`src/rtl/data_memory_arbiter_if.sv`:
```
// Handshake and memory-pin bundle for data_memory_arbiter.
// slave = arbiter side, master = the two requesters, mem = the data memory.
interface data_memory_arbiter_if #(
    parameter int ADDR_WIDTH = 32,
    parameter int DATA_WIDTH = 32
);
    logic                  req0;
    logic                  req1;
    logic                  we0;
    logic                  we1;
    logic [ADDR_WIDTH-1:0] addr0;
    logic [ADDR_WIDTH-1:0] addr1;
    logic [DATA_WIDTH-1:0] wdata0;
    logic [DATA_WIDTH-1:0] wdata1;
    logic                  ack0;
    logic                  ack1;
    logic [DATA_WIDTH-1:0] rdata0;
    logic [DATA_WIDTH-1:0] rdata1;
    logic                  err0;
    logic                  err1;
    logic                  mem_write;
    logic                  mem_read;
    logic [ADDR_WIDTH-1:0] mem_addr;
    logic [DATA_WIDTH-1:0] mem_wdata;
    logic [DATA_WIDTH-1:0] mem_rdata;
    logic                  busy;

    modport slave (
        input  req0, req1, we0, we1, addr0, addr1, wdata0, wdata1, mem_rdata,
        output ack0, ack1, rdata0, rdata1, err0, err1,
               mem_write, mem_read, mem_addr, mem_wdata, busy
    );

    modport master (
        output req0, req1, we0, we1, addr0, addr1, wdata0, wdata1,
        input  ack0, ack1, rdata0, rdata1, err0, err1, busy
    );

    modport mem (
        input  mem_write, mem_read, mem_addr, mem_wdata,
        output mem_rdata
    );
endinterface

```
`src/rtl/data_memory_arbiter.sv`:
```
// Round-robin two-port arbiter and access sequencer for the single-port data memory.
// Optional address bounds check: define DMEM_ARB_BOUNDS_CHECK_EN.
module data_memory_arbiter #(
    parameter int ADDR_WIDTH = 32,
    parameter int DATA_WIDTH = 32,
    parameter int MEM_AW     = 16
) (
    input  logic                 i_clock,
    input  logic                 i_reset_n,
    data_memory_arbiter_if.slave bus
);
    // state  | meaning
    // IDLE   | wait for a request; arbitrate and latch the winner's request
    // ACCESS | drive the memory pins from the latched request for one cycle
    // DONE   | one-cycle ack (and err) to the granted port
    typedef enum logic [1:0] {
        ST_IDLE   = 2'd0,
        ST_ACCESS = 2'd1,
        ST_DONE   = 2'd2
    } state_t;

    if (MEM_AW < 1 || MEM_AW >= ADDR_WIDTH) begin : g_bad_geometry
        $error("data_memory_arbiter: MEM_AW must be in 1..ADDR_WIDTH-1");
    end

    state_t                r_state;
    state_t                w_next_state;
    logic                  r_last;
    logic                  r_port;
    logic                  r_we;
    logic [ADDR_WIDTH-1:0] r_addr;
    logic [DATA_WIDTH-1:0] r_wdata;
    logic [DATA_WIDTH-1:0] r_rdata;
    logic                  r_ack0;
    logic                  r_ack1;
    logic                  r_err;
    logic                  w_any_req;
    logic                  w_win_port;
    logic                  w_oob;
    logic                  w_mem_write;
    logic                  w_mem_read;
    logic                  w_busy;

`ifdef DMEM_ARB_BOUNDS_CHECK_EN
    assign w_oob = |r_addr[ADDR_WIDTH-1:MEM_AW];
`else
    assign w_oob = 1'b0;
`endif

    // A tie goes to the port that did not win last time; a lone request always wins.
    always_comb begin
        w_any_req  = bus.req0 | bus.req1;
        w_win_port = 1'b0;
        if (bus.req0 && bus.req1) begin
            w_win_port = ~r_last;
        end else begin
            w_win_port = bus.req1;
        end
    end

    always_ff @(posedge i_clock or negedge i_reset_n) begin
        if (!i_reset_n) begin
            r_state <= ST_IDLE;
        end else begin
            r_state <= w_next_state;
        end
    end

    always_comb begin
        w_next_state = r_state;
        case (r_state)
            ST_IDLE:   if (w_any_req) w_next_state = ST_ACCESS;
            ST_ACCESS: w_next_state = ST_DONE;
            ST_DONE:   w_next_state = ST_IDLE;
            default:   w_next_state = ST_IDLE;
        endcase
    end

    always_ff @(posedge i_clock or negedge i_reset_n) begin
        if (!i_reset_n) begin
            r_last  <= 1'b1;
            r_port  <= 1'b0;
            r_we    <= 1'b0;
            r_addr  <= '0;
            r_wdata <= '0;
            r_rdata <= '0;
            r_ack0  <= 1'b0;
            r_ack1  <= 1'b0;
            r_err   <= 1'b0;
        end else begin
            r_ack0 <= 1'b0;
            r_ack1 <= 1'b0;
            r_err  <= 1'b0;
            case (r_state)
                ST_IDLE: begin
                    if (w_any_req) begin
                        r_port  <= w_win_port;
                        r_last  <= w_win_port;
                        r_we    <= w_win_port ? bus.we1    : bus.we0;
                        r_addr  <= w_win_port ? bus.addr1  : bus.addr0;
                        r_wdata <= w_win_port ? bus.wdata1 : bus.wdata0;
                    end
                end
                ST_ACCESS: begin
                    // Writes and rejected accesses return zero data.
                    r_rdata <= (r_we || w_oob) ? '0 : bus.mem_rdata;
                    r_err   <= w_oob;
                    r_ack0  <= ~r_port;
                    r_ack1  <= r_port;
                end
                default: ;
            endcase
        end
    end

    // Strobes decode straight from r_state so a reset during ACCESS kills them at once.
    always_comb begin
        w_mem_write = 1'b0;
        w_mem_read  = 1'b0;
        w_busy      = 1'b0;
        case (r_state)
            ST_ACCESS: begin
                w_mem_write = r_we & ~w_oob;
                w_mem_read  = ~r_we & ~w_oob;
                w_busy      = 1'b1;
            end
            ST_DONE:   w_busy = 1'b1;
            default:   ;
        endcase
    end

    assign bus.mem_write = w_mem_write;
    assign bus.mem_read  = w_mem_read;
    assign bus.busy      = w_busy;
    assign bus.mem_addr  = r_addr;
    assign bus.mem_wdata = r_wdata;
    assign bus.ack0      = r_ack0;
    assign bus.ack1      = r_ack1;
    assign bus.err0      = r_ack0 & r_err;
    assign bus.err1      = r_ack1 & r_err;
    assign bus.rdata0    = r_rdata;
    assign bus.rdata1    = r_rdata;
endmodule
```
`src/flat_wrapper.sv`:
```
// flat-port wrapper written by rule: the top's interface ports become plain ports
module data_memory_arbiter_flat 
#(
    parameter int ADDR_WIDTH = 32,
    parameter int DATA_WIDTH = 32,
    parameter int MEM_AW     = 16
)
  (i_clock, i_reset_n, bus_req0, bus_req1, bus_we0, bus_we1, bus_addr0, bus_addr1, bus_wdata0, bus_wdata1, bus_mem_rdata, bus_ack0, bus_ack1, bus_rdata0, bus_rdata1, bus_err0, bus_err1, bus_mem_write, bus_mem_read, bus_mem_addr, bus_mem_wdata, bus_busy);
  data_memory_arbiter_if #(.ADDR_WIDTH(ADDR_WIDTH), .DATA_WIDTH(DATA_WIDTH)) bus_i ();
  input  logic i_clock;
  input  logic i_reset_n;
  input wire logic [$bits(bus_i.req0)-1:0] bus_req0;
  input wire logic [$bits(bus_i.req1)-1:0] bus_req1;
  input wire logic [$bits(bus_i.we0)-1:0] bus_we0;
  input wire logic [$bits(bus_i.we1)-1:0] bus_we1;
  input wire logic [$bits(bus_i.addr0)-1:0] bus_addr0;
  input wire logic [$bits(bus_i.addr1)-1:0] bus_addr1;
  input wire logic [$bits(bus_i.wdata0)-1:0] bus_wdata0;
  input wire logic [$bits(bus_i.wdata1)-1:0] bus_wdata1;
  input wire logic [$bits(bus_i.mem_rdata)-1:0] bus_mem_rdata;
  output wire logic [$bits(bus_i.ack0)-1:0] bus_ack0;
  output wire logic [$bits(bus_i.ack1)-1:0] bus_ack1;
  output wire logic [$bits(bus_i.rdata0)-1:0] bus_rdata0;
  output wire logic [$bits(bus_i.rdata1)-1:0] bus_rdata1;
  output wire logic [$bits(bus_i.err0)-1:0] bus_err0;
  output wire logic [$bits(bus_i.err1)-1:0] bus_err1;
  output wire logic [$bits(bus_i.mem_write)-1:0] bus_mem_write;
  output wire logic [$bits(bus_i.mem_read)-1:0] bus_mem_read;
  output wire logic [$bits(bus_i.mem_addr)-1:0] bus_mem_addr;
  output wire logic [$bits(bus_i.mem_wdata)-1:0] bus_mem_wdata;
  output wire logic [$bits(bus_i.busy)-1:0] bus_busy;
  assign bus_i.req0 = bus_req0;
  assign bus_i.req1 = bus_req1;
  assign bus_i.we0 = bus_we0;
  assign bus_i.we1 = bus_we1;
  assign bus_i.addr0 = bus_addr0;
  assign bus_i.addr1 = bus_addr1;
  assign bus_i.wdata0 = bus_wdata0;
  assign bus_i.wdata1 = bus_wdata1;
  assign bus_i.mem_rdata = bus_mem_rdata;
  assign bus_ack0 = bus_i.ack0;
  assign bus_ack1 = bus_i.ack1;
  assign bus_rdata0 = bus_i.rdata0;
  assign bus_rdata1 = bus_i.rdata1;
  assign bus_err0 = bus_i.err0;
  assign bus_err1 = bus_i.err1;
  assign bus_mem_write = bus_i.mem_write;
  assign bus_mem_read = bus_i.mem_read;
  assign bus_mem_addr = bus_i.mem_addr;
  assign bus_mem_wdata = bus_i.mem_wdata;
  assign bus_busy = bus_i.busy;
  data_memory_arbiter #(.ADDR_WIDTH(ADDR_WIDTH), .DATA_WIDTH(DATA_WIDTH), .MEM_AW(MEM_AW)) u_core (.i_clock(i_clock), .i_reset_n(i_reset_n), .bus(bus_i));
endmodule
```
`config.mk`:
```
export PLATFORM = sky130hd
export DESIGN_NAME = data_memory_arbiter_flat
export DESIGN_NICKNAME = d
export VERILOG_FILES = /design/src/rtl/data_memory_arbiter_if.sv /design/src/rtl/data_memory_arbiter.sv /design/src/flat_wrapper.sv
export SDC_FILE = /design/constraint.sdc
export NUM_CORES = 1
export LEC_CHECK = 0
export CAP_MARGIN = 20
export CORE_MARGIN = 5
export CORE_UTILIZATION = 40
export DETAILED_ROUTE_END_ITERATION = 16
export PLACE_DENSITY = 0.92
export SLEW_MARGIN = 20
export SYNTH_ARGS = -nofsm -noshare
export SYNTH_HDL_FRONTEND = slang
export SYNTH_SLANG_ARGS = --single-unit
```
`constraint.sdc`:
```
create_clock -name i_clock -period 4.5 [get_ports i_clock]
set_input_delay 0.9 -clock i_clock [delete_from_list [all_inputs] [get_ports i_clock]]
set_output_delay 0.9 -clock i_clock [all_outputs]
set_load 0.02 [all_outputs]
```
### Yosys cells after proc, flatten, opt, wreduce, memory -nomap -nowiden

Cells that the tools add are included.

| storage, ports and cells | value |
|---|---|
| register bits | 103 |
| latch bits | 0 |
| bits in writable memories | 0 |
| memory bits (read-only) | 0 |
| input bits | 166 |
| output and inout bits | 135 |
| word-level logic and storage cells | 32 |
| memories kept | 0 |

| cells by class | value |
|---|---|
| add/subtract/negate cells | 0 |
| $mul | 0 |
| divide/modulo/power cells | 0 |
| $lt $le $gt $ge | 0 |
| eq/ne operators | 3 |
| shift operators | 0 |
| muxes and demuxes | 12 |
| bitwise operators | 4 |
| reductions and logical operators | 4 |

Operator list:

| kind | number |
|---|---|
| 32-bit 2-to-1 mux | 3 |
| 1-bit 2-to-1 mux | 7 |
| 2-bit one-hot mux with 2 select lines | 1 |
| 1-bit NOT | 3 |
| 2-bit by 1-bit == test with 1-bit output, second input constant | 1 |
| 2-bit == test, second input constant | 1 |
| 2-bit logical NOT | 1 |
| 2-bit 2-to-1 mux | 1 |
| 2-bit by 1-bit inequality test with 1-bit output, second input constant | 1 |
| 2-bit AND reduction | 1 |
| 2-bit OR reduction | 1 |
| 1-bit logical AND | 1 |
| 1-bit OR | 1 |

### Longest topological paths before layout

| logic depth | value |
|---|---|
| depth in word-level cells | 3 |
| gate-level depth with buffers | 7 |
| gate-level depth less buffers | 5 |

### Least setup slack after synthesis

OpenSTA, ideal clock, no wires.

| timing path | value |
|---|---|
| path type | flip-flop to output port |
| from | reg u_core.r_state[1] |
| to | out bus_mem_write |
| arrival | 1318 ps |
| required time | 3600 ps |
| setup slack | 2282 ps |
| cell stages (with the launch flop) | 6 |
| path buffers | 2 |
| cell sequence | dfrtp_1 inv_1 ha_1 buf_2 clkbuf_1 and2_1 |

| between the ends | value |
|---|---|
| longest elaborated chain between the ends | 2 |

RTL lines:

| item | line | RTL |
|---|---|---|
| start: declaration | data_memory_arbiter.sv:26 | `state_t r_state;` |
| start signal: assignment | data_memory_arbiter.sv:65 | `r_state <= w_next_state;` |
| 2-bit by 1-bit == test with 1-bit output | data_memory_arbiter.sv:121 | `case (r_state)` |
| 1-bit 2-to-1 mux | data_memory_arbiter.sv:121 |  |
| end: declaration | flat_wrapper.sv:27 | `output wire logic [$bits(bus_i.mem_write)-1:0] bus_mem_write;` |

No other way between the ends.

### Worst setup path after layout

| timing path | value |
|---|---|
| from | reg u_core.r_we |
| to | out bus_mem_write |

| between the ends | value |
|---|---|
| longest elaborated chain between the ends | 1 |

RTL lines:

| item | line | RTL |
|---|---|---|
| start: declaration | data_memory_arbiter.sv:30 | `logic r_we;` |
| start signal: assignment | data_memory_arbiter.sv:99 | `r_we <= w_win_port ? bus.we1 : bus.we0;` |
| 1-bit 2-to-1 mux | data_memory_arbiter.sv:121 |  |

No other way between the ends.

==> impl_metrics.env <==
export IMPL_ant_nets=0
export IMPL_yosysMostFrequentCell="a21oi_1"
export IMPL_synth_cells=552
export IMPL_die_h_um=120
export IMPL_clkTransAtPathRegs_ns=0.07
export IMPL_start_util_pct=40.5
export IMPL_crit_arrival_ns=2.08
export IMPL_cp_startpoint="u_core.r_we$_DFFE_PN0P_"
export IMPL_hold_violations=0
export IMPL_synth_top_cells_by_count="a21oi_1, dfrtp_1, nand2_1"
export IMPL_skew_ns=0.00881
export IMPL_crit_path_cell_trace="and2_1, clkdlybuf4s50_1"
export IMPL_routed_top_layer="met4"
export IMPL_ir_drop_mv=0.440
export IMPL_drc=0
export IMPL_worst_pin_slew_ns=0.911
export IMPL_die_area_um2=14400
export IMPL_clkLatencyLatePin_ns=0.33
export IMPL_stdcell_count=949
export IMPL_min_path_type="flop to flop"
export IMPL_ff2ff_setup_slack_ns=2.36
export IMPL_setup_viol=0
export IMPL_wl_per_cell_um=17.0
export IMPL_async_flop_share_pct=100
export IMPL_synth_top_cell_by_area="dfrtp_1"
export IMPL_wl_met3_um=1340
export IMPL_drive_gt1_share_pct=3.74
export IMPL_crit_family="flip-flops"
export IMPL_core_um2=12000
export IMPL_io_buffers=298
export IMPL_cts_setup_buffers=0
export IMPL_fin_tns_setup_ns=0
export IMPL_track_usage_pct=21.2
export IMPL_grt_start_max_net_pins=71
export IMPL_r2r_start="u_core.r_state[0]$_DFFE_PN0P_"
export IMPL_synth_ff_type="dfrtp_1"
export IMPL_viasPerCell=4.95
export IMPL_power_density_nw_per_um2=715
export IMPL_wl_met1_um=6060
export IMPL_clockRootBuffer="clkbuf_16"
export IMPL_drt_first_pass_iters=6
export IMPL_relSlewSlack_pct=39.3
export IMPL_layout_nets=967
export IMPL_min_period_over_period_pct=66.3
export IMPL_reg2reg_to="u_core.bus.mem_wdata[27]$_DFFE_PN0P_"
export IMPL_place_hpwl_um=12100
export IMPL_die_w_um=120
export IMPL_wl_um=16200
export IMPL_slew_violations=0
export IMPL_vias=4697
export IMPL_met2WireLength_um=8340
export IMPL_grt_pass1_wl_um=24600
export IMPL_synthesis_area_um2=4840
export IMPL_p_total_mw=5.66
export IMPL_cpPeakStageDelay_ns=0.91
export IMPL_end_kind="output pin"
export IMPL_cp_data_required_time_ns=3.60
export IMPL_critPathKind="flop to output pin"
export IMPL_numCtsBuffers=9
export IMPL_netlist_area_leader_share_pct=52.7
export IMPL_antenna_cells=0
export IMPL_period_minus_slack_ns=2.98
export IMPL_fmax_mhz=335
export IMPL_crit_path_end="bus_mem_write"
export IMPL_grt_overflow_total=0
export IMPL_cts_sinks=103
export IMPL_row_count=40
export IMPL_holdWs_ns=0.492
export IMPL_slowest_stage="dfrtp_1"
export IMPL_rsz0062_at_grt="false"
export IMPL_avgSynthCellArea_um2=8.78
export IMPL_cts_buffer_depth=2
export IMPL_yosys_cell_types_count=25
export IMPL_cp_num_buf_inv=1
export IMPL_r2r_cells=6
export IMPL_ys_warn_count=0
export IMPL_path_depth=2
export IMPL_synth_seq_cells=103
export IMPL_dp_cells=934
export IMPL_yosys_top_cells_area="dfrtp_1, a21oi_1, buf_4, nand2_1, nor2_1"
export IMPL_start_kind="flop"
export IMPL_maxCapViolations=0
export IMPL_tritoncts="yes"
export IMPL_outcome="completed"
export IMPL_hold_buffers=0
export IMPL_worstPathMaxFanout=34
export IMPL_io_pins=301
export IMPL_ys_seq_area_share_pct=53.2
export IMPL_fillCellCount=960
export IMPL_syn_to_final_growth_pct=63.4
export IMPL_cts_repair_resized=0
export IMPL_drt_iter0_drc=386
export IMPL_grt_pass1_vias=4698
export IMPL_synth_edff_count=0
export IMPL_cts_htree_levels=3
export IMPL_gp_congestion=0.825
export IMPL_antenna_found_initial=0
export IMPL_power_leakage_nw=3.30
[power by group]
part / switching, mW / internal (mW) / leakage (nW)
clock network: 0.328 / 0.425 / 0.142
logic: 1.72 / 1.47 / 1.94
registers: 0.332 / 1.38 / 1.22
total: 2.38 / 3.28 / 3.30
[final cells by class]
type                       count  area (µm²)  share of cell area, %
timing repair buffer         306        3040                   38.4
clock inverter                 5        50.0                  0.632
multi-input combinational    344        1710                   21.6
clock buffer                  10         229                   2.89
inverter                      34         128                   1.61
sequential                   103        2580                   32.6
tap                          147         184                   2.32
[through the flow]
| step | worst slack [ns] | util, % | area, µm² |
|---|---|---|---|
| 6_report | 1.52 | 66.2 | 7920 |
| 5_1_grt | 1.38 | 66.2 | 7920 |
| 4_1_cts | 1.50 | 66.2 | 7920 |
| 3_5_place_dp | 1.42 | 63.9 | 7640 |
| 3_3_place_gp | 1.48 | 63.9 | 7640 |
| 2_1_floorplan | 2.28 | - | 4850 |
[layout by cell type (no fill, tap or decap), types with 2 or more instances in the layout]
cell type,Yosys,final
a21oi_1,131,131
and2_1,2,2
buf_4,35,9
clkbuf_16,0,9
clkdlybuf4s50_1,0,297
clkinv_2,0,4
conb_1,1,2
dfrtp_1,102,102
ha_1,3,2
inv_1,34,34
nand2_1,67,67
nand3b_1,31,31
nor2_1,66,66
nor2b_1,2,2
o21ai_0,32,32
[cell families (layout without fill, tap and decap cells)]
logic type	Yosys count	after routing	share of synthesized area, %
simple gates	168	168	15.6
fa+ha+maj	3	3	0.775
flops	103	103	53.2
compound gates	170	170	18.0
buf+inv	106	355	12.1
other cells	1	2	0.0774
mux	1	1	0.232
[per-layer routing]
layer  global-route usage, %  vias to the layer above
li1                        -                     2257
met1                    25.2                     2195
met2                    37.1                      213
met3                    5.28                       32
met4                    7.80                        0
met5                       0                        -
[sequential cells by signal, summed over array words and instances (netlist names)]
register	flops
u_core.bus.ack0	1
u_core.bus.ack1	1
u_core.bus.mem_addr	32
u_core.bus.mem_wdata	32
u_core.bus.rdata0	32
u_core.r_last	1
u_core.r_port	1
u_core.r_state	2
u_core.r_we	1
[how the worst min path moves through the flow]
stage | depth (start not counted) | start | slack [ns] | end
after global routing | 1 | u_core.r_port$_DFFE_PN0P_ | 0.51 | u_core.bus.ack0$_DFF_PN0_
after floorplan | 1 | u_core.r_port$_DFFE_PN0P_ | 0.42 | u_core.bus.ack0$_DFF_PN0_
final | 1 | u_core.r_port$_DFFE_PN0P_ | 0.49 | u_core.bus.ack0$_DFF_PN0_
after global placement | 1 | u_core.r_port$_DFFE_PN0P_ | 0.48 | u_core.bus.ack0$_DFF_PN0_
after detailed placement | 1 | u_core.r_port$_DFFE_PN0P_ | 0.48 | u_core.bus.ack0$_DFF_PN0_
after CTS | 1 | u_core.r_port$_DFFE_PN0P_ | 0.50 | u_core.bus.ack0$_DFF_PN0_
(Power assumes the default switching activity.)
